File: src/rtl/demux2_n_buf_if.sv
// demux2_n_buf_if: stream bundle for the buffered 1-to-2 demultiplexer.
//   in_*   : producer side (in_data/in_sel/in_valid in, in_ready back)
//   a_*/b_*: two consumer channels (data/valid out, ready in)
//   a_count/b_count: saturating per-channel delivery counters
// slave  = demux side, master = producer/consumer side (testbench).
interface demux2_n_buf_if #(
    parameter int N = 32
);
    logic [N-1:0] in_data;
    logic         in_sel;
    logic         in_valid;
    logic         in_ready;
    logic [N-1:0] a_data;
    logic         a_valid;
    logic         a_ready;
    logic [N-1:0] b_data;
    logic         b_valid;
    logic         b_ready;
    logic [15:0]  a_count;
    logic [15:0]  b_count;

    modport slave (
        input  in_data, in_sel, in_valid, a_ready, b_ready,
        output in_ready, a_data, a_valid, b_data, b_valid, a_count, b_count
    );

    modport master (
        output in_data, in_sel, in_valid, a_ready, b_ready,
        input  in_ready, a_data, a_valid, b_data, b_valid, a_count, b_count
    );
endinterface

File: src/rtl/demux2_n_buf.sv
// demux2_n_buf: buffered 1-to-2 N-bit stream demultiplexer.
// Each accepted input word is steered by in_sel into one of two 2-entry
// queues (A = sel 0, B = sel 1). Queue heads, valids and delivery counters
// are pure register outputs; in_ready depends only on in_sel, reset_n and
// registered occupancy, so downstream back-pressure never reaches the input
// combinationally.
// Ports:
//   clk     : rising-edge clock
//   reset_n : synchronous active-low reset
//   bus     : demux2_n_buf_if.slave (input stream, channels A/B, counters)

// One output channel: 2-entry FIFO with registered head and a saturating
// pop counter. ent0 is always the head; ent1 is the second slot.
module demux2_n_buf_q #(
    parameter int N = 32
) (
    input  logic         clk,
    input  logic         reset_n,
    input  logic         push,
    input  logic         rdy,
    input  logic [N-1:0] din,
    output logic [N-1:0] head,
    output logic         vld,
    output logic         full,
    output logic [15:0]  count
);
    logic [1:0]   occ_q, occ_d;
    logic [N-1:0] ent0_q, ent0_d;
    logic [N-1:0] ent1_q, ent1_d;
    logic [15:0]  cnt_q, cnt_d;
    logic         do_pop, do_push;

    always_comb begin
        occ_d   = occ_q;
        ent0_d  = ent0_q;
        ent1_d  = ent1_q;
        cnt_d   = cnt_q;
        do_pop  = (occ_q != 2'd0) & rdy;
        // push is already qualified by in_ready upstream; the full guard
        // keeps the queue safe regardless
        do_push = push & (occ_q != 2'd2);
        case ({do_push, do_pop})
            2'b01: begin
                occ_d = occ_q - 2'd1;
                // shift only when a second word exists; an emptied head
                // keeps its last value
                if (occ_q == 2'd2) ent0_d = ent1_q;
            end
            2'b10: begin
                occ_d = occ_q + 2'd1;
                if (occ_q == 2'd0) ent0_d = din;
                else               ent1_d = din;
            end
            // push+pop only possible at occ=1: new word becomes the head
            2'b11: ent0_d = din;
            default: ;
        endcase
        if (do_pop && (cnt_q != 16'hFFFF)) cnt_d = cnt_q + 16'd1;
    end

    always_ff @(posedge clk) begin
        if (!reset_n) begin
            occ_q  <= 2'd0;
            ent0_q <= '0;
            ent1_q <= '0;
            cnt_q  <= 16'd0;
        end else begin
            occ_q  <= occ_d;
            ent0_q <= ent0_d;
            ent1_q <= ent1_d;
            cnt_q  <= cnt_d;
        end
    end

    assign head  = ent0_q;
    assign vld   = (occ_q != 2'd0);
    assign full  = (occ_q == 2'd2);
    assign count = cnt_q;
endmodule

module demux2_n_buf #(
    parameter int N = 32
) (
    input  logic             clk,
    input  logic             reset_n,
    demux2_n_buf_if.slave    bus
);
    localparam int NCH = 2;

    logic [NCH-1:0]         full;
    logic [NCH-1:0]         vld;
    logic [NCH-1:0]         rdy;
    logic [NCH-1:0]         push;
    logic [NCH-1:0][N-1:0]  head;
    logic [NCH-1:0][15:0]   cnt;

    assign rdy         = {bus.b_ready, bus.a_ready};
    assign bus.in_ready = reset_n & ~full[bus.in_sel];

    for (genvar i = 0; i < NCH; i++) begin : g_ch
        assign push[i] = bus.in_valid & bus.in_ready & (bus.in_sel == 1'(i));
        demux2_n_buf_q #(.N(N)) u_q (
            .clk     (clk),
            .reset_n (reset_n),
            .push    (push[i]),
            .rdy     (rdy[i]),
            .din     (bus.in_data),
            .head    (head[i]),
            .vld     (vld[i]),
            .full    (full[i]),
            .count   (cnt[i])
        );
    end

    assign bus.a_data  = head[0];
    assign bus.a_valid = vld[0];
    assign bus.a_count = cnt[0];
    assign bus.b_data  = head[1];
    assign bus.b_valid = vld[1];
    assign bus.b_count = cnt[1];
endmodule

File: src/flat_wrapper.sv
// flat-port wrapper written by rule: the top's interface ports become plain ports
module demux2_n_buf_flat 
#(
    parameter int N = 32
)
  (clk, reset_n, bus_in_data, bus_in_sel, bus_in_valid, bus_a_ready, bus_b_ready, bus_in_ready, bus_a_data, bus_a_valid, bus_b_data, bus_b_valid, bus_a_count, bus_b_count);
  demux2_n_buf_if #(.N(N)) bus_i ();
  input  logic clk;
  input  logic reset_n;
  input wire logic [$bits(bus_i.in_data)-1:0] bus_in_data;
  input wire logic [$bits(bus_i.in_sel)-1:0] bus_in_sel;
  input wire logic [$bits(bus_i.in_valid)-1:0] bus_in_valid;
  input wire logic [$bits(bus_i.a_ready)-1:0] bus_a_ready;
  input wire logic [$bits(bus_i.b_ready)-1:0] bus_b_ready;
  output wire logic [$bits(bus_i.in_ready)-1:0] bus_in_ready;
  output wire logic [$bits(bus_i.a_data)-1:0] bus_a_data;
  output wire logic [$bits(bus_i.a_valid)-1:0] bus_a_valid;
  output wire logic [$bits(bus_i.b_data)-1:0] bus_b_data;
  output wire logic [$bits(bus_i.b_valid)-1:0] bus_b_valid;
  output wire logic [$bits(bus_i.a_count)-1:0] bus_a_count;
  output wire logic [$bits(bus_i.b_count)-1:0] bus_b_count;
  assign bus_i.in_data = bus_in_data;
  assign bus_i.in_sel = bus_in_sel;
  assign bus_i.in_valid = bus_in_valid;
  assign bus_i.a_ready = bus_a_ready;
  assign bus_i.b_ready = bus_b_ready;
  assign bus_in_ready = bus_i.in_ready;
  assign bus_a_data = bus_i.a_data;
  assign bus_a_valid = bus_i.a_valid;
  assign bus_b_data = bus_i.b_data;
  assign bus_b_valid = bus_i.b_valid;
  assign bus_a_count = bus_i.a_count;
  assign bus_b_count = bus_i.b_count;
  demux2_n_buf #(.N(N)) u_core (.clk(clk), .reset_n(reset_n), .bus(bus_i));
endmodule
File: config.mk
export PLATFORM = sky130hd
export DESIGN_NAME = demux2_n_buf_flat
export DESIGN_NICKNAME = d
export VERILOG_FILES = /design/src/rtl/demux2_n_buf_if.sv /design/src/rtl/demux2_n_buf.sv /design/src/flat_wrapper.sv
export SDC_FILE = /design/constraint.sdc
export NUM_CORES = 1
export LEC_CHECK = 0
export ABC_AREA = 1
export BUFFER_PORTS_ARGS = -buffer_cell sky130_fd_sc_hd__buf_4
export CORE_AREA = 2 2 123 125
export DETAILED_ROUTE_END_ITERATION = 10
export DIE_AREA = 0 0 125 127
export GPL_TIMING_DRIVEN = 1
export HOLD_SLACK_MARGIN = 0.1
export PLACE_DENSITY = 0.72
export SLEW_MARGIN = 10
export SYNTH_ARGS = -nofsm -noshare
export SYNTH_HDL_FRONTEND = slang
export SYNTH_SLANG_ARGS = --single-unit
File: constraint.sdc
create_clock -name clk -period 2.2 [get_ports clk]
set_input_delay 0.22 -clock clk [delete_from_list [all_inputs] [get_ports clk]]
set_output_delay 0.22 -clock clk [all_outputs]
set_load 0.02 [all_outputs]
==> metrics.txt <==
highest routed metal layer met4; Cell Pwr Density 1128 nW/µm²; Placed Area 8394 µm²; crit path time final 1975 ps; r2r startpoint u_core.g_ch[0].u_q.occ_q[0]; WL final 17890 µm; 1st-iter DRT viols 379; max_slew headroom 63.16%; routed length on met1 8389 µm; top fanout value on the critical path 16; Max Cap Viol 0; Num CTS Buffers 17; reg2reg setup slack 220 ps; placement row count 44; status completed; Post-Route Hold Slack 112.1 ps; Hold Path Origin bus_in_data[27]; worst slew pin tran 552.6 ps; starting density of the core 49.66%; CTS tree yes; Die H 127 µm; worst r2r dst u_core.g_ch[0].u_q.ent1_q[21]; die width 125 µm; clk sinks 164; Core Footprint 14420 µm²; r2r worst-path depth 12; Worst setup SP type flop; # diodes 0; DRT Pass-1 Iters 5; Yosys top cell by area dfxtp_1; Data arrival, critical path 2330 ps; Synth cell types 26; hpwl dp 10810 µm; Worst VDD drop 0.8677 mV; fmax 0.5062 GHz; DR vias 6845; CTS root buf clkbuf_16; Setup crit end kind flop; Synth Net Count 1065; Max Slew Vio Count 0; fraction of layout cells with a size suffix above 1 16.68%; Ys Warns 0; register area share after synthesis 45.83%; GPL Wtd Cong 0.8775; final hold violations 0; Vias/cell 5.015; clock slew at reported path FFs 60 ps; Fill cells 1308; Worst Hold Depth 3; top post-synthesis cells by count 218 x nand2_1, 164 x dfxtp_1, 161 x o21ai_0; I/O pin total 137; H-tree Lvls 4; largest net degree at the start of global routing 144; Worst Hold End u_core.g_ch[0].u_q.ent1_q[27]; final setup TNS 0 ps; post-synthesis cell count 1022; Post-CTS Repair Setup Buffers 0; Design Area, Final 9354 µm²; pre-CTS setup slack 190.9 ps; Mapped Area 7163 µm²; main flop type after synthesis dfxtp_1; area grow syn2layout 30.59%; final worst setup slack 224.6 ps; unrepaired setup endpoints after global routing false; WL met3 1029 µm; first-pass GRT wire length 28830 µm; # port buffers 136; nets 1212; Yosys top cell area share 45.83%; Crit path required time 2550 ps; vias in the first global route 6046; grt ovf 0; clk_lat worst skew 420 ps; WL met2 8202 µm; final core occ 64.85%; P_leak 4.133 nW; clk_skew 9.773 ps; Post-synth EDFFs 0; DRT antenna net count 0; WS Path Type reg -> reg; GRT Overall Usage 21.86%; DRC 0; average size of a mapped cell 7.009 µm²; ys async rst share 0%; die area 15880 µm²; post-route clock period utilization 89.79%; synth top area cells dfxtp_1 46%, nand2_1 11%, o21ai_0 11%; Min-Delay Path Class in -> reg; Setup-failing EPs final 0; initial antenna violation count 0; count leader, synth nand2_1; maximum clock path buffer count 2; wire per inst 13.10 µm; Synth Register Bits 164
stage by stage:
stage | total power [mW] | std cells
global route | 11.28 | 1365
global placement | 7.521 | 1301
CTS | 10.60 | 1363
floorplan | 6.228 | 1022
detailed placement | 7.561 | 1301
finish | 10.55 | 1365
final cells by class:
| type | instances | area [µm²] | area share [%] |
|---|---|---|---|
| Timing Repair Buffer | 185 | 1589 | 16.99 |
| Clock inverter | 8 | 98.84 | 1.057 |
| Tap cell | 184 | 230.2 | 2.461 |
| Inverter | 107 | 401.6 | 4.294 |
| Sequential cell | 164 | 3283 | 35.10 |
| Multi-Input combinational cell | 694 | 3253 | 34.78 |
| Clock buffer | 23 | 498.0 | 5.324 |
state kept, by name, summed over array words and instances, names as in the netlist:
| name | flops |
|---|---|
| u_core.g_ch.u_q.ent1_q | 64 |
| u_core.g_ch.u_q.count | 32 |
| u_core.g_ch.u_q.head | 64 |
| u_core.g_ch.u_q.occ_q | 4 |
cell families after synthesis:
family | count (synthesis) | share of synthesized area (%)
xor+xnor | 16 | 1.956
simple gates | 375 | 21.29
flops | 164 | 45.83
fa+ha+maj | 5 | 0.8734
compound gates | 298 | 21.05
buf+inv | 164 | 8.996
report_power, final:
| part | internal [mW] | switching (mW) |
|---|---|---|
| Sequential | 3.51 | 0.296 |
| Clock | 1.81 | 1.16 |
| Combinational | 1.42 | 2.36 |
| Total | 6.74 | 3.81 |
critical path, cell delays in order, from the launching register on:
cell and delay, ps:
dfxtp_1 360, inv_1 80, nand2_1 90, nor2_1 60
nor2_2 120, nand3_1 130, inv_1 110, ha_2 230
inv_1 80, nor2_4 190, clkbuf_16 220, o21ai_0 80
a21oi_1 150
worst max path at each step:
stage	from	endpoint	slack, ps	depth (start not counted)
after floorplan	u_core.g_ch[1].u_q.occ_q[0]	u_core.g_ch[0].u_q.ent1_q[30]	140	12
after global placement	u_core.g_ch[0].u_q.occ_q[0]	u_core.g_ch[0].u_q.ent1_q[6]	320	12
after detailed placement	u_core.g_ch[0].u_q.occ_q[0]	u_core.g_ch[0].u_q.ent1_q[10]	190	12
after CTS	u_core.g_ch[0].u_q.occ_q[0]	u_core.g_ch[0].u_q.ent1_q[16]	160	12
after global routing	u_core.g_ch[0].u_q.occ_q[0]	u_core.g_ch[0].u_q.ent1_q[10]	1	12
final	u_core.g_ch[0].u_q.occ_q[0]	u_core.g_ch[0].u_q.ent1_q[21]	220	12
per-layer routing:
metal / vias to the layer above / GRT usage (%)
li1: 3593 / -
met1: 3057 / 28.74
met2: 173 / 35.26
met3: 22 / 5.318
met4: 0 / 7.908
met5: - / 0
cells in the final DEF (no fill, tap or decap), drive strengths merged:
cell type,Yosys,final
a21oi,122,122
a22oi,1,1
buf,22,152
bufinv,0,2
clkbuf,35,25
clkinv,0,4
clkinvlp,0,2
dfxtp,164,164
dlygate4sd3,0,31
ha,5,5
inv,107,107
nand2,220,220
nand3,20,20
nand3b,1,1
nand4,4,4
nor2,112,112
nor3,15,15
nor3b,3,3
o21ai,175,175
xnor2,3,3
xor2,13,13
repair_timing:
item | in CTS | in global routing
hold endpoints to repair | 56 | 0
gates resized for setup | 0 | 1
hold buffers | 31 | 0
endpoints found under the setup margin | 0 | 33
Note: power is estimated with default switching activity, not from simulation.
